`config.mk`:
```
export PLATFORM = sky130hd
export DESIGN_NAME = seg7_scan_driver
export DESIGN_NICKNAME = d
export VERILOG_FILES = /design/src/rtl/seg7_scan_driver_pkg.sv /design/src/rtl/seg7_scan_driver_hex_glyph_decode.sv /design/src/rtl/seg7_scan_driver.sv
export SDC_FILE = /design/constraint.sdc
export NUM_CORES = 1
export LEC_CHECK = 0
export BUFFER_PORTS_ARGS = -buffer_cell sky130_fd_sc_hd__buf_2
export CAP_MARGIN = 40
export CORE_ASPECT_RATIO = 1.4
export CORE_MARGIN = 2
export CORE_UTILIZATION = 45
export CTS_CLUSTER_DIAMETER = 120
export DETAILED_ROUTE_END_ITERATION = 12
export HOLD_SLACK_MARGIN = 0.03
export PLACE_DENSITY = 0.67
export SLEW_MARGIN = 30
export SYNTH_ARGS = -nofsm -noshare
export SYNTH_HDL_FRONTEND = slang
export SYNTH_SLANG_ARGS = --single-unit
```
`constraint.sdc`:
```
create_clock -name clk -period 4.7 [get_ports clk]
set_clock_uncertainty 0.15 [all_clocks]
set_input_delay 0 -clock clk [delete_from_list [all_inputs] [get_ports clk]]
set_output_delay 0 -clock clk [all_outputs]
set_load 0.1 [all_outputs]
```
`src/rtl/seg7_scan_driver_pkg.sv`:
```
// Shared display package.
// Holds the glyph codes the display-select stage uses to build its 16-bit
// display words, the active-low segment table, the "all off" constants and
// a small anode helper.
package seg7_scan_driver_pkg;

  // Glyph codes, one per nibble of a display word
  localparam logic [3:0] GLYPH_0     = 4'h0;
  localparam logic [3:0] GLYPH_1     = 4'h1;
  localparam logic [3:0] GLYPH_2     = 4'h2;
  localparam logic [3:0] GLYPH_3     = 4'h3;
  localparam logic [3:0] GLYPH_4     = 4'h4;
  localparam logic [3:0] GLYPH_5     = 4'h5;
  localparam logic [3:0] GLYPH_6     = 4'h6;
  localparam logic [3:0] GLYPH_7     = 4'h7;
  localparam logic [3:0] GLYPH_8     = 4'h8;
  localparam logic [3:0] GLYPH_9     = 4'h9;
  localparam logic [3:0] GLYPH_A     = 4'hA;
  localparam logic [3:0] GLYPH_B     = 4'hB;
  localparam logic [3:0] GLYPH_C     = 4'hC;
  localparam logic [3:0] GLYPH_D     = 4'hD;
  localparam logic [3:0] GLYPH_E     = 4'hE;
  localparam logic [3:0] GLYPH_BLANK = 4'hF;

  // Everything dark (both buses are active low)
  localparam logic [6:0] SEG_OFF = 7'h7F;
  localparam logic [3:0] AN_OFF  = 4'hF;

  // Active-low {g,f,e,d,c,b,a}; element [k] is the pattern for glyph code k
  localparam logic [15:0][6:0] SEG_TABLE = {
    7'b1111111,  // F: blank
    7'b0000110,  // E
    7'b0100001,  // d
    7'b1000110,  // C
    7'b0000011,  // b
    7'b0001000,  // A
    7'b0010000,  // 9
    7'b0000000,  // 8
    7'b1111000,  // 7
    7'b0000010,  // 6
    7'b0010010,  // 5
    7'b0011001,  // 4
    7'b0110000,  // 3
    7'b0100100,  // 2
    7'b1111001,  // 1
    7'b1000000   // 0
  };

  // Active-low one-hot anode pattern selecting digit idx
  function automatic logic [3:0] onehot_low(input logic [1:0] idx);
    onehot_low = ~(4'b0001 << idx);
  endfunction

endpackage

```
`src/rtl/seg7_scan_driver_hex_glyph_decode.sv`:
```
// hex_glyph_decode: combinational glyph-to-segment decoder.
// Ports:
//   code  in  4  glyph code (F is blank)
//   seg   out 7  segments {g,f,e,d,c,b,a}, active low
module hex_glyph_decode
  import seg7_scan_driver_pkg::*;
(
  input  logic [3:0] code,
  output logic [6:0] seg
);

  // Table lookup; all 16 codes are defined so no fallback is needed
  always_comb begin
    seg = SEG_TABLE[code];
  end

endmodule

```
`src/rtl/seg7_scan_driver.sv`:
```
// seg7_scan_driver: time-multiplexed driver for a 4-digit common-anode
// 7-segment display. The display word and decimal points are latched once
// per frame (tear-free), digits are scanned one slot each with a short
// all-anodes-off gap at the start of every slot, and digits can blink.
// Ports:
//   clk        in  1   system clock
//   rst_n      in  1   asynchronous active-low reset
//   disp_word  in  16  glyph codes {d3,d2,d1,d0}, d0 rightmost
//   dp_in      in  4   decimal point per digit, active high
//   blink_mask in  4   digit i blinks when bit i is set (sampled live)
//   an         out 4   anode enables, active low
//   seg        out 7   segments {g,f,e,d,c,b,a}, active low
//   dp         out 1   decimal point, active low
//   frame_tick out 1   one-cycle pulse at each frame boundary
module seg7_scan_driver
  import seg7_scan_driver_pkg::*;
#(
  parameter int REFRESH_DIV  = 100000,
  parameter int BLANK_CYCLES = 4,
  parameter int BLINK_FRAMES = 128
) (
  input  logic        clk,
  input  logic        rst_n,
  input  logic [15:0] disp_word,
  input  logic [3:0]  dp_in,
  input  logic [3:0]  blink_mask,
  output logic [3:0]  an,
  output logic [6:0]  seg,
  output logic        dp,
  output logic        frame_tick
);

  localparam int PW = (REFRESH_DIV > 1) ? $clog2(REFRESH_DIV) : 1;
  localparam int BW = (BLINK_FRAMES > 1) ? $clog2(BLINK_FRAMES) : 1;
  localparam logic [PW-1:0] PRESC_LAST = PW'(REFRESH_DIV - 1);
  localparam logic [PW-1:0] BLANK_END  = PW'(BLANK_CYCLES);
  localparam logic [BW-1:0] BLINK_LAST = BW'(BLINK_FRAMES - 1);

  logic [PW-1:0] presc_r, presc_nxt_s;
  logic [1:0]    idx_r, idx_nxt_s;
  logic [BW-1:0] blink_cnt_r, blink_cnt_nxt_s;
  logic          blink_hidden_r, blink_hidden_nxt_s;
  logic [15:0]   shadow_word_r, shadow_word_nxt_s;
  logic [3:0]    shadow_dp_r, shadow_dp_nxt_s;
  logic [3:0]    an_r, an_nxt_s;
  logic [6:0]    seg_r, seg_nxt_s;
  logic          dp_r, dp_nxt_s;
  logic          frame_tick_r;
  logic          wrap_s, frame_s;
  logic [3:0]    nibble_s;
  logic [6:0]    seg_dec_s;

  assign wrap_s  = (presc_r == PRESC_LAST);
  assign frame_s = wrap_s && (idx_r == 2'd3);

  // Next scan position, frame-boundary latch and blink timing
  always_comb begin
    presc_nxt_s        = presc_r;
    idx_nxt_s          = idx_r;
    shadow_word_nxt_s  = shadow_word_r;
    shadow_dp_nxt_s    = shadow_dp_r;
    blink_cnt_nxt_s    = blink_cnt_r;
    blink_hidden_nxt_s = blink_hidden_r;
    if (wrap_s) begin
      presc_nxt_s = '0;
      idx_nxt_s   = idx_r + 2'd1;
    end else begin
      presc_nxt_s = presc_r + PW'(1);
      idx_nxt_s   = idx_r;
    end
    if (frame_s) begin
      shadow_word_nxt_s = disp_word;
      shadow_dp_nxt_s   = dp_in;
      if (blink_cnt_r == BLINK_LAST) begin
        blink_cnt_nxt_s    = '0;
        blink_hidden_nxt_s = ~blink_hidden_r;
      end else begin
        blink_cnt_nxt_s    = blink_cnt_r + BW'(1);
        blink_hidden_nxt_s = blink_hidden_r;
      end
    end else begin
      shadow_word_nxt_s  = shadow_word_r;
      shadow_dp_nxt_s    = shadow_dp_r;
      blink_cnt_nxt_s    = blink_cnt_r;
      blink_hidden_nxt_s = blink_hidden_r;
    end
  end

  // Outputs are computed from next state so the registered pins line up
  // with the prescaler/index they belong to (no one-cycle lag).
  assign nibble_s = shadow_word_nxt_s[{idx_nxt_s, 2'b00} +: 4];

  hex_glyph_decode u_decode (
    .code (nibble_s),
    .seg  (seg_dec_s)
  );

  // Output selection: anti-ghost gap, blink suppression, digit drive
  always_comb begin
    an_nxt_s  = AN_OFF;
    seg_nxt_s = seg_r;
    dp_nxt_s  = dp_r;
    if (presc_nxt_s < BLANK_END) begin
      // Anodes off first so the segment change is never visible
      an_nxt_s  = AN_OFF;
      seg_nxt_s = seg_r;
      dp_nxt_s  = dp_r;
    end else begin
      seg_nxt_s = seg_dec_s;
      dp_nxt_s  = ~shadow_dp_nxt_s[idx_nxt_s];
      if (blink_hidden_nxt_s && blink_mask[idx_nxt_s]) begin
        an_nxt_s = AN_OFF;
      end else begin
        an_nxt_s = onehot_low(idx_nxt_s);
      end
    end
  end

  // State and output registers
  always_ff @(posedge clk or negedge rst_n) begin
    if (!rst_n) begin
      presc_r        <= '0;
      idx_r          <= 2'd0;
      blink_cnt_r    <= '0;
      blink_hidden_r <= 1'b0;
      shadow_word_r  <= 16'hFFFF;
      shadow_dp_r    <= 4'b0000;
      an_r           <= AN_OFF;
      seg_r          <= SEG_OFF;
      dp_r           <= 1'b1;
      frame_tick_r   <= 1'b0;
    end else begin
      presc_r        <= presc_nxt_s;
      idx_r          <= idx_nxt_s;
      blink_cnt_r    <= blink_cnt_nxt_s;
      blink_hidden_r <= blink_hidden_nxt_s;
      shadow_word_r  <= shadow_word_nxt_s;
      shadow_dp_r    <= shadow_dp_nxt_s;
      an_r           <= an_nxt_s;
      seg_r          <= seg_nxt_s;
      dp_r           <= dp_nxt_s;
      frame_tick_r   <= frame_s;
    end
  end

  assign an         = an_r;
  assign seg        = seg_r;
  assign dp         = dp_r;
  assign frame_tick = frame_tick_r;

endmodule
```
# Yosys cells after proc, flatten, opt, wreduce, memory -nomap -nowiden
# Memories as Yosys holds them, arrays and structs flattened. A register that Yosys moved wholly into a read port is not among the register bits.
# Cells that the tools add are included.
# totals
register_bits	53
latchBits	0
ram_bits	0
mem_bits_ro	112
inputBits	26
out_inout_bits	13
wordCells	40
mem_count	1
# mem_list
memory	words	width	read_ports	rd_clocked_by_memory_dff	wr	line	rtl
(name not given)	16	7	1	1	0	seg7_scan_driver_hex_glyph_decode.sv:14	seg = SEG_TABLE[code];
# classes
addsub	3
mul	0
div_mod_pow	0
n_lt_le_gt_ge	2
eq_ne	3
n_shift	2
muxes	13
bitwise_logic	3
n_reduce_logical	4
# op_table
cell	count
17-bit by 1-bit adder with 17-bit output (second input constant)	1
17-bit equality test (second input constant)	1
17-bit by 3-bit less-than comparator with 1-bit output (second input constant)	1
17-bit two-way mux	1
16-bit two-way mux	1
16-bit by 5-bit variable part select with 4-bit output	1
4-bit two-way mux	3
7-bit by 1-bit adder with 7-bit output (second input constant)	1
7-bit equality test (second input constant)	1
7-bit two-way mux	1
1-bit binary-select mux with 2-bit select	2
1-bit two-way mux	4
4-bit inverter	1
1-bit by 2-bit << shifter with 4-bit output (first input constant)	1
2-bit by 3-bit less-than comparator with 1-bit output (second input constant)	1
2-bit by 1-bit adder with 2-bit output (second input constant)	1
2-bit equality test (second input constant)	1
1-bit logical AND	2
1-bit zero test	2
2-bit two-way mux	1
1-bit inverter	2

# Depth between registers and ports, before layout
# Gate-level depths: netlist of the first run.
# depth
word_depth	7
mapped_depth	15

# By module
# Synthesis of the first run repeated with hierarchy kept, for this count alone.
# hier_totals
hier_cells	296
hier_area_um2	3316.9
# modules_own_cells
mod	n_inst	cells_each	area_per_inst_um2	seq_area_each_um2
seg7_scan_driver	1	269	3051.7	1536.5
hex_glyph_decode	1	27	265.3	0.0

# Worst setup path before layout of the first run
# OpenSTA, ideal clock, no wires.
# synth_path
path_kind	register -> register
from	reg idx_r[1]
to	reg seg_r[3] (netlist: seg[3])
setup_ps	90
arrival_ps	2929
t_required_ps	4460
path_slack_ps	1532
path_stages_with_launch	11
period_less_slack_ps	3168
path_cell_list	dfrtp_1 ha_1 clkbuf_1 clkbuf_1 inv_1 o21ai_0 nand3_1 a31oi_1 ha_1 o2111a_1 a311oi_2
# synth_via
elab_chain_len	4
word_cells_on_any_way	6
classes_between	1 x add/sub; 1 x eq/ne; 1 x shift; 2 x mux; 1 x reduce/logical
# synth_rtl
item	line	rtl
start: declaration	seg7_scan_driver.sv:40	logic [1:0] idx_r, idx_nxt_s;
start signal: assignment	seg7_scan_driver.sv:134	idx_r <= idx_nxt_s;
branches (longest 3 deep; another with 2-bit by 1-bit adder with 2-bit output)	n/a	
16-bit by 5-bit variable part select with 4-bit output *	seg7_scan_driver.sv:91	assign nibble_s = shadow_word_nxt_s[{idx_nxt_s, 2'b00} +: 4];
end: declaration	seg7_scan_driver.sv:46	logic [6:0] seg_r, seg_nxt_s;
# Every way passes the cells marked *.
# A chain may end at the register's enable or synchronous reset.

# Worst setup path after layout of the first run
# layout_path
from	reg presc_r[0]
to	reg seg_r[3] (netlist: seg[3])
# layout_via
elab_chain_len	4
word_cells_on_any_way	9
classes_between	1 x add/sub; 1 x order compare; 1 x eq/ne; 1 x shift; 3 x mux; 2 x reduce/logical
# layout_rtl
item	line	rtl
start: declaration	seg7_scan_driver.sv:39	logic [PW-1:0] presc_r, presc_nxt_s;
start signal: assignment	seg7_scan_driver.sv:133	presc_r <= presc_nxt_s;
17-bit equality test	seg7_scan_driver.sv:53	assign wrap_s = (presc_r == PRESC_LAST);
1-bit logical AND	seg7_scan_driver.sv:54	assign frame_s = wrap_s && (idx_r == 2'd3);
16-bit two-way mux	seg7_scan_driver.sv:71	if (frame_s) begin
named net shadow_word_nxt_s[9]	seg7_scan_driver.sv:43	logic [15:0] shadow_word_r, shadow_word_nxt_s;
16-bit by 5-bit variable part select with 4-bit output	seg7_scan_driver.sv:91	
# The timed path passes the listed nets, and every way through them passes these cells.

==> results.json, run 1 <==
{
  "cts_tree": "yes",
  "vdd_drop_max_mv": 0.2205,
  "synth_top_area_share_pct": 23.80,
  "min_path_type": "in -> reg",
  "crit_type": "reg -> reg",
  "initial_core_util_pct": 46.00,
  "cts.path.max_buffers": 2,
  "grt_usage_pct": 19.30,
  "worstPathRequired_ns": 4.80,
  "vias_per_cell": 5.329,
  "cts_root_buf": "clkbuf_8",
  "outcome": "completed",
  "n_fill_cell": 677,
  "num_rows": 37,
  "drc": 0,
  "vias": 2510,
  "core_um2": 7315,
  "hold_viol": 0,
  "worstPathArrival_ns": 3.90,
  "gp_congestion": 0.7794,
  "ctsResizeCount": 0,
  "regArea_um2": 1536,
  "clock.fmax_mhz": 263.3,
  "postRouteAntennaNets": 0,
  "post-cts-setup-buffers": 0,
  "grt_pass1_wl_um": 12150,
  "place_area_um2": 3597,
  "wl_um": 7126,
  "area_growth_pct": 19.30,
  "synthTopCellsByArea": "dfrtp_1 (24%), dfstp_2 (22%), mux2i_1 (6.0%)",
  "grt_pass1_vias": 2562,
  "fin_tns_setup_ns": 0,
  "fin_hold_ws_ns": 0.2292,
  "cts.reportedPaths.clkPinSlew_ns": 0.07,
  "p_leak_nw": 1.748,
  "final_area_um2": 4014,
  "overflow": 0,
  "min_period_over_period_pct": 80.82,
  "dieArea_um2": 8194,
  "synth.distinct_cells": 67,
  "nets": 403,
  "start_kind": "register",
  "finalCriticalPeriod_ns": 3.798,
  "drt_pass1_iterations": 4,
  "postCtsHoldBufs": 21,
  "antenna_found_initial": 0,
  "hpwl_um": 4999,
  "timing.max_cap.violations": 0,
  "synthesis.area_um2": 3364,
  "multiInputGateArea_um2": 1668,
  "crit_fanout": 17,
  "layout_commonest_cell": "buf_2",
  "io_buffers": 38,
  "yosysSeqAreaShare_pct": 45.67,
  "synth_seq_cells": 60,
  "dr.first_iter.drc_count": 116,
  "layout-drive-gt1-share_pct": 32.09,
  "layout_common_cells": "buf_2 (38), dfrtp_1 (32), nand2_1 (29)",
  "power_mw": 1.084,
  "clock-sinks": 60,
  "numCtsBuffers": 9,
  "worstMarginPinSlew_ns": 0.7269,
  "diodes": 0,
  "end_kind": "register",
  "syn_avg_cell_area_um2": 10.85,
  "relSlewSlack_pct": 51.40,
  "grt_max_degree": 61,
  "die_width_um": 77.08,
  "powerDensity_nw_per_um2": 270.0,
  "maxSlewViolCount": 0,
  "async_flop_share_pct": 100.0,
  "ios": 39,
  "syn-num-nets": 344,
  "synthCells": 310,
  "setup_violations": 0,
  "synth_ff_type": "dfrtp_1",
  "synth_warnings": 0,
  "rsz0062_at_grt": "false",
  "htreeDepth": 3,
  "clk_latency_ns": 0.34,
  "wl_per_cell_um": 15.13,
  "die_h_um": 106.3,
  "yosys.area.top_type": "dfrtp_1",
  "synth-edff-count": 0
}
state kept, by name (all words and copies together) (netlist names):
register        count
seg                 7
blink_cnt_r         7
shadow_word_r      16
an                  4
blink_hidden_r      1
dp                  1
presc_r            17
idx_r               2
shadow_dp_r         4
frame_tick          1
routing by layer:
| metal | global-route usage, % | up-vias | share of wire [%] |
|---|---|---|---|
| met5 | 0 | - | 0 |
| met4 | 9.184 | 0 | 2.2 |
| met3 | 4.924 | 10 | 2.9 |
| met2 | 32.77 | 47 | 53 |
| met1 | 22.77 | 1227 | 42 |
| li1 | - | 1226 | - |
Yosys cell counts, drive strengths merged (3+ instances only):
library cell	instances
a21oi	4
and2	5
and3	3
and4	4
buf	11
clkbuf	4
dfrtp	32
dfstp	28
ha	8
inv	16
mux2	10
mux2i	22
mux4	3
nand2	30
nand3	17
nand4	13
nor2	24
nor3	3
o211a	3
o21ai	10
or2	3
or3	4
xnor2	13
xor2	9
where the power goes:
group | leakage [nW] | switching (mW) | internal [mW]
registers | 0.718 | 0.00549 | 0.536
logic | 0.942 | 0.0914 | 0.0492
clock network | 0.0889 | 0.200 | 0.202
worst paths after layout:
kind	startpoint	cells past startpoint	slack [ns]	endpoint
worst max register to register	presc_r[0]$_DFF_PN0_	11	0.90	seg[3]$_DFFE_PN1P_
worst max-delay path	presc_r[0]$_DFF_PN0_	11	0.90	seg[3]$_DFFE_PN1P_
worst min-delay path	blink_mask[3]	5	0.23	an[3]$_DFF_PN1_
max in group asynchronous	rst_n	5	3.38	seg[5]$_DFFE_PN1P_
worst min register to register	presc_r[0]$_DFF_PN0_	1	0.31	presc_r[0]$_DFF_PN0_
min in group asynchronous	rst_n	4	0.49	presc_r[6]$_DFF_PN0_
critical path, stage by stage, from the launching register on:
cell	delay (ns)
dfrtp_1	0.37
ha_1	0.21
and4_1	0.38
and4_1	0.52
buf_4	0.30
nand2_4	0.18
mux2_2	0.32
mux2i_1	0.07
mux2_2	0.36
ha_1	0.35
o2111a_1	0.28
a311oi_2	0.23
through the flow:
step / std cells / utilization, % / setup slack, ns
floorplan: 310 / - / 1.532
global placement: 432 / 49.18 / 0.9304
detailed placement: 432 / 49.18 / 0.9309
CTS: 469 / 54.36 / 0.9163
global route: 471 / 54.88 / 0.6146
finish: 471 / 54.88 / 0.9016
cell type report:
class,count,share of cell area (%)
Clock inverter,5,0.6858
Clock buffer,11,3.522
Inverter,17,1.652
Timing Repair Buffer,63,11.28
Sequential cell,60,38.28
Tap cell,97,3.024
Multi-Input combinational cell,218,41.55
kinds of logic after synthesis:
logic type / after synthesis / synth area share, %
simple gates: 116 / 19.04
xor+xnor: 22 / 5.950
flops: 60 / 45.67
buf+inv: 32 / 4.760
compound gates: 37 / 9.223
mux: 35 / 12.38
fa+ha+maj: 8 / 2.975
Power figures use the tool's default switching activity.
==> run 2: changes to the inputs <==
--- a/config.mk
+++ b/config.mk
@@ -13,7 +13,7 @@
 export CTS_CLUSTER_DIAMETER = 120
 export DETAILED_ROUTE_END_ITERATION = 12
 export HOLD_SLACK_MARGIN = 0.03
-export PLACE_DENSITY = 0.67
+export PLACE_DENSITY = 0.7
 export SLEW_MARGIN = 30
 export SYNTH_ARGS = -nofsm -noshare
 export SYNTH_HDL_FRONTEND = slang
==> constraint.sdc (replaced) <==
create_clock -name clk -period 3.4 [get_ports clk]
set_clock_uncertainty 0.15 [all_clocks]
set_input_delay 0 -clock clk [delete_from_list [all_inputs] [get_ports clk]]
set_output_delay 0 -clock clk [all_outputs]
set_load 0.1 [all_outputs]
==> run 2 against run 1 <==
Die area stayed put. Sequential power is 38% higher. First-iteration DRC count is 29% higher. Setup slack worse by 0.71 ns. Register-to-register slack worse by 0.71 ns. Critical path depth is 1 lower. Combinational power is 37% higher. Count of clock-buffer cells in the layout is 2 lower.
==> results.json, run 2 (same netlist as run 1, synthesis figures left out) <==
{
  "reg_top3": "presc_r (17), shadow_word_r (16)",
  "worstMarginPinSlew_ns": 0.6155,
  "relSlewSlack_pct": 58.97,
  "multiInputGateArea_um2": 1683,
  "fin_hold_ws_ns": 0.05706,
  "numCtsBuffers": 9,
  "cts.reportedPaths.clkPinSlew_ns": 0.07,
  "antenna_found_initial": 0,
  "area_growth_pct": 22.05,
  "core_um2": 7315,
  "overflow": 0,
  "grt_usage_pct": 19.02,
  "end_kind": "register",
  "dr.first_iter.drc_count": 150,
  "p_leak_nw": 1.778,
  "drt_pass1_iterations": 4,
  "start_kind": "register",
  "grt_max_degree": 50,
  "grt_pass1_vias": 2478,
  "worstPathRequired_ns": 3.51,
  "busiest_layer": "met2",
  "clk_latency_ns": 0.35,
  "postRouteAntennaNets": 0,
  "largest_register_ffs": 17,
  "cts_root_buf": "clkbuf_8",
  "regArea_um2": 1539,
  "drc": 0,
  "htreeDepth": 3,
  "crit_fanout": 19,
  "gp_congestion": 0.8598,
  "cts_tree": "yes",
  "num_rows": 37,
  "reg2reg_to": "seg[3]$_DFFE_PN1P_",
  "crit_type": "reg -> reg",
  "die_h_um": 106.3,
  "hpwl_um": 5266,
  "n_fill_cell": 662,
  "layout_common_cells": "buf_2 (37), dfrtp_1 (30), nand2_1 (29)",
  "vdd_drop_max_mv": 0.2465,
  "post-cts-setup-buffers": 0,
  "io_buffers": 38,
  "grtUsageMet2_pct": 31.27,
  "clock.fmax_mhz": 312.2,
  "r2r_cells": 10,
  "fin_tns_setup_ns": 0,
  "ios": 39,
  "maxSlewViolCount": 0,
  "setup_violations": 0,
  "worstSetupEndpoint": "seg[3]$_DFFE_PN1P_",
  "rsz0062_at_grt": "false",
  "outcome": "completed",
  "vias_per_cell": 5.363,
  "ff2ff_setup_slack_ns": 0.20,
  "min_path_type": "in -> async",
  "timing.max_cap.violations": 0,
  "layout_commonest_cell": "buf_2",
  "die_width_um": 77.08,
  "initial_core_util_pct": 46.00,
  "clock-sinks": 60,
  "min_period_over_period_pct": 94.22,
  "nets": 411,
  "layout-drive-gt1-share_pct": 34.29,
  "power_mw": 1.562,
  "hold_viol": 0,
  "r2r_start": "presc_r[5]$_DFF_PN0_",
  "regMostFlops": "presc_r",
  "grt_pass1_wl_um": 12120,
  "wl_um": 7385,
  "dieArea_um2": 8194,
  "crit_start": "presc_r[5]$_DFF_PN0_",
  "wl_per_cell_um": 15.42,
  "diodes": 0,
  "vias": 2569,
  "powerDensity_nw_per_um2": 380.4,
  "met1_usage_pct": 23.61,
  "finalCriticalPeriod_ns": 3.204,
  "use_met3_pct": 3.565,
  "worstPathArrival_ns": 3.31,
  "cts.path.max_buffers": 2
}
==> run 2: cell count changes in the layout (fill, tap and decap cells not counted), moves of 2 or more <==
| cell | before | now |
|---|---|---|
| buf_4 | 2 | 12 |
| clkinv_2 | 4 | 0 |
| clkinvlp_4 | 1 | 4 |
| clkinv_1 | 1 | 3 |
| dfrtp_1 | 32 | 30 |
| dfrtp_2 | 0 | 2 |
==> run 2: layout make-up <==
type                       count  share of cell area [%]
multi-input combinational    218                   40.98
sequential                    60                   37.48
timing repair buffer          71                   12.31
clock buffer                   9                   3.016
tap                           97                   2.956
clock inverter                 7                   1.645
inverter                      17                   1.615
==> run 2: timing repair <==
action	CTS	global route
hold buffers	21	0
hold endpoints to repair	70	0
endpoints found under the setup margin	0	2
resized for setup	0	4
==> run 2: layer usage <==
| metal | up-vias | part of all wire [%] |
|---|---|---|
| li1 | 1246 | - |
| met1 | 1237 | 43 |
| met2 | 67 | 50 |
| met3 | 19 | 3.8 |
| met4 | 0 | 3.1 |
| met5 | - | 0 |
==> run 2: how the worst min path moves through the flow <==
stage / slack (ns) / depth (start not counted) / from / endpoint
floorplan: -0.45 / 0 / rst_n / blink_cnt_r[0]$_DFFE_PN0N_
global placement: 0.08 / 3 / disp_word[14] / shadow_word_r[14]$_DFF_PN1_
detailed placement: -0.09 / 1 / rst_n / presc_r[9]$_DFF_PN0_
CTS: 0.08 / 2 / rst_n / presc_r[9]$_DFF_PN0_
global route: 0.12 / 2 / rst_n / presc_r[7]$_DFF_PN0_
finish: 0.06 / 2 / rst_n / presc_r[9]$_DFF_PN0_
==> run 2: power by group <==
group          leakage (nW)  switching (mW)  internal [mW]
Clock                0.0826           0.288          0.332
Combinational         0.980           0.128         0.0652
Sequential            0.716         0.00779          0.741
Total                  1.78           0.424           1.14
==> run 2: per-stage QoR <==
| stage | worst slack [ns] | utilization, % | instance area, um2 | std cells |
|---|---|---|---|---|
| after floorplan | 0.2318 | - | 3364 | 310 |
| after global placement | 0.2431 | 50.38 | 3685 | 442 |
| after detailed placement | 0.1809 | 50.41 | 3687 | 442 |
| after CTS | 0.1612 | 55.90 | 4089 | 479 |
| after global routing | 0.03042 | 56.14 | 4106 | 479 |
| final | 0.1964 | 56.14 | 4106 | 479 |
==> run 2: worst max-delay path, stage by stage, from the launching register on <==
cell      delay [ns]
dfrtp_2         0.48
nor4b_4         0.34
and4_1          0.28
buf_12          0.18
nand2_4         0.13
mux2_2          0.29
mux2i_1         0.07
mux2_2          0.34
ha_1            0.35
o2111a_1        0.27
a311oi_2        0.24
==> run 3: changes to the inputs <==
--- a/config.mk
+++ b/config.mk
@@ -13,7 +13,7 @@
 export CTS_CLUSTER_DIAMETER = 120
 export DETAILED_ROUTE_END_ITERATION = 12
 export HOLD_SLACK_MARGIN = 0.03
-export PLACE_DENSITY = 0.7
+export PLACE_DENSITY = 0.67
 export SLEW_MARGIN = 30
 export SYNTH_ARGS = -nofsm -noshare
 export SYNTH_HDL_FRONTEND = slang
==> constraint.sdc (replaced) <==
create_clock -name clk -period 3.1 [get_ports clk]
set_clock_uncertainty 0.15 [all_clocks]
set_input_delay 0 -clock clk [delete_from_list [all_inputs] [get_ports clk]]
set_output_delay 0 -clock clk [all_outputs]
set_load 0.1 [all_outputs]
==> run 3 against run 2 <==
Sequential power rose by 9.6%. Global-route usage is 1.5 points higher. Setup slack worse by 0.10 ns. Critical path type unchanged.
==> results.json, run 3 (same netlist as run 1, synthesis figures left out) <==
{
  "worstMarginPinSlew_ns": 0.5919,
  "gp_congestion": 0.8112,
  "grt_usage_pct": 20.52,
  "layout-drive-gt1-share_pct": 38.75,
  "power_mw": 1.721,
  "regMostFlops": "presc_r",
  "vias_per_cell": 5.382,
  "initial_core_util_pct": 46.00,
  "die_h_um": 106.3,
  "timing.max_cap.violations": 0,
  "numCtsBuffers": 9,
  "multiInputGateArea_um2": 1784,
  "grt_max_degree": 46,
  "cts.reportedPaths.clkPinSlew_ns": 0.07,
  "r2r_cells": 11,
  "worstPathArrival_ns": 3.12,
  "nets": 430,
  "maxSlewViolCount": 0,
  "postRouteAntennaNets": 0,
  "regArea_um2": 1536,
  "core_um2": 7315,
  "vdd_drop_max_mv": 0.3225,
  "relSlewSlack_pct": 60.54,
  "setup_violations": 0,
  "r2r_start": "presc_r[0]$_DFF_PN0_",
  "vias": 2675,
  "wl_um": 7876,
  "fin_hold_ws_ns": 0.06249,
  "cts.path.max_buffers": 2,
  "min_period_over_period_pct": 96.96,
  "cts_tree": "yes",
  "area_growth_pct": 28.78,
  "diodes": 0,
  "powerDensity_nw_per_um2": 397.1,
  "reg2reg_to": "seg[1]$_DFFE_PN1P_",
  "drt_pass1_iterations": 5,
  "min_path_type": "in -> async",
  "num_rows": 37,
  "worstPathRequired_ns": 3.21,
  "layout_commonest_cell": "buf_2",
  "ff2ff_setup_slack_ns": 0.09,
  "hpwl_um": 5377,
  "layout_common_cells": "buf_2 (37), dfrtp_1 (32), buf_4 (30)",
  "pwr-share-seq_pct": 47.7,
  "cts_root_buf": "clkbuf_8",
  "crit_fanout": 6,
  "end_kind": "register",
  "wl_per_cell_um": 15.85,
  "combPwrFrac_pct": 12.8,
  "die_width_um": 77.08,
  "place_area_um2": 3814,
  "grt_pass1_wl_um": 13010,
  "io_buffers": 38,
  "fin_tns_setup_ns": 0,
  "switchingPower_uw": 442.6,
  "overflow": 0,
  "clkPwrFrac_pct": 39.5,
  "antenna_found_initial": 0,
  "drc": 0,
  "switching_share_pct": 25.72,
  "final_area_um2": 4333,
  "hold_viol": 0,
  "grt_pass1_vias": 2734,
  "dieArea_um2": 8194,
  "reg_top3": "presc_r (17), shadow_word_r (16)",
  "rsz0062_at_grt": "true",
  "ios": 39,
  "clk_latency_ns": 0.34,
  "n_fill_cell": 660,
  "crit_type": "reg -> reg",
  "finalCriticalPeriod_ns": 3.006,
  "outcome": "completed",
  "clock-sinks": 60,
  "p_leak_nw": 1.924,
  "largest_register_ffs": 17,
  "internal-power_mw": 1.278,
  "htreeDepth": 3,
  "start_kind": "register",
  "dr.first_iter.drc_count": 132,
  "clock.fmax_mhz": 332.7
}
[run 3: cell type report]
| cell class | count | area share, % |
|---|---|---|
| sequential | 60 | 35.46 |
| clock inverter | 2 | 0.8085 |
| multi-input combinational | 219 | 41.18 |
| inverter | 17 | 1.530 |
| tap | 97 | 2.801 |
| clock buffer | 13 | 3.436 |
| timing repair buffer | 89 | 14.78 |
[run 3: what timing repair did]
action | CTS | global route
gates resized for setup | 3 | 15
endpoints found under the setup margin | 1 | 7
hold endpoints to repair | 65 | 0
hold buffers | 21 | 0
cloned | 0 | 1
setup buffers | 0 | 2
pin swaps | 0 | 3
[run 3: stage by stage]
stage	cells	util (%)	setup slack, ns
floorplan	310	-	0.04863
global placement	458	52.10	0.02238
detailed placement	458	52.14	-0.02715
CTS	494	57.68	0.04579
global route	497	59.24	-0.03809
finish	497	59.24	0.09413
[run 3: critical path, cell delays in order, from the launching register on]
cell and delay [ns]:
dfrtp_1 0.37, ha_1 0.18, and4_4 0.28, and4_4 0.31, nand2_4 0.09, mux2_2 0.26, mux2i_1 0.08, mux2_4 0.33
ha_1 0.33, mux2i_1 0.17, o32ai_1 0.09, mux2_2 0.26
[run 3: per-layer routing]
layer | global-route usage [%] | wire, um
met1 | 24.41 | 3398
met2 | 35.21 | 4023
met3 | 3.990 | 304
met4 | 10.46 | 150
met5 | 0 | 0
[run 3: how the worst max path moves through the flow]
| stage | startpoint | endpoint | slack, ns | depth (start not counted) |
|---|---|---|---|---|
| global placement | presc_r[11]$_DFF_PN0_ | seg[3]$_DFFE_PN1P_ | 0.02 | 13 |
| detailed placement | presc_r[11]$_DFF_PN0_ | seg[3]$_DFFE_PN1P_ | -0.03 | 13 |
| finish | presc_r[0]$_DFF_PN0_ | seg[1]$_DFFE_PN1P_ | 0.09 | 11 |
| floorplan | idx_r[1]$_DFF_PN0_ | seg[3]$_DFFE_PN1P_ | 0.05 | 10 |
| global route | presc_r[0]$_DFF_PN0_ | seg[3]$_DFFE_PN1P_ | -0.04 | 13 |
| CTS | presc_r[0]$_DFF_PN0_ | seg[3]$_DFFE_PN1P_ | 0.05 | 13 |
[run 3: power by group through the flow]
stage | clock (mW) | combinational, mW | sequential, mW
floorplan | 0 | 0.0608 | 0.908
global placement | 0 | 0.191 | 0.833
detailed placement | 0 | 0.193 | 0.834
CTS | 0.698 | 0.213 | 0.821
global route | 0.731 | 0.235 | 0.823
finish | 0.680 | 0.220 | 0.821
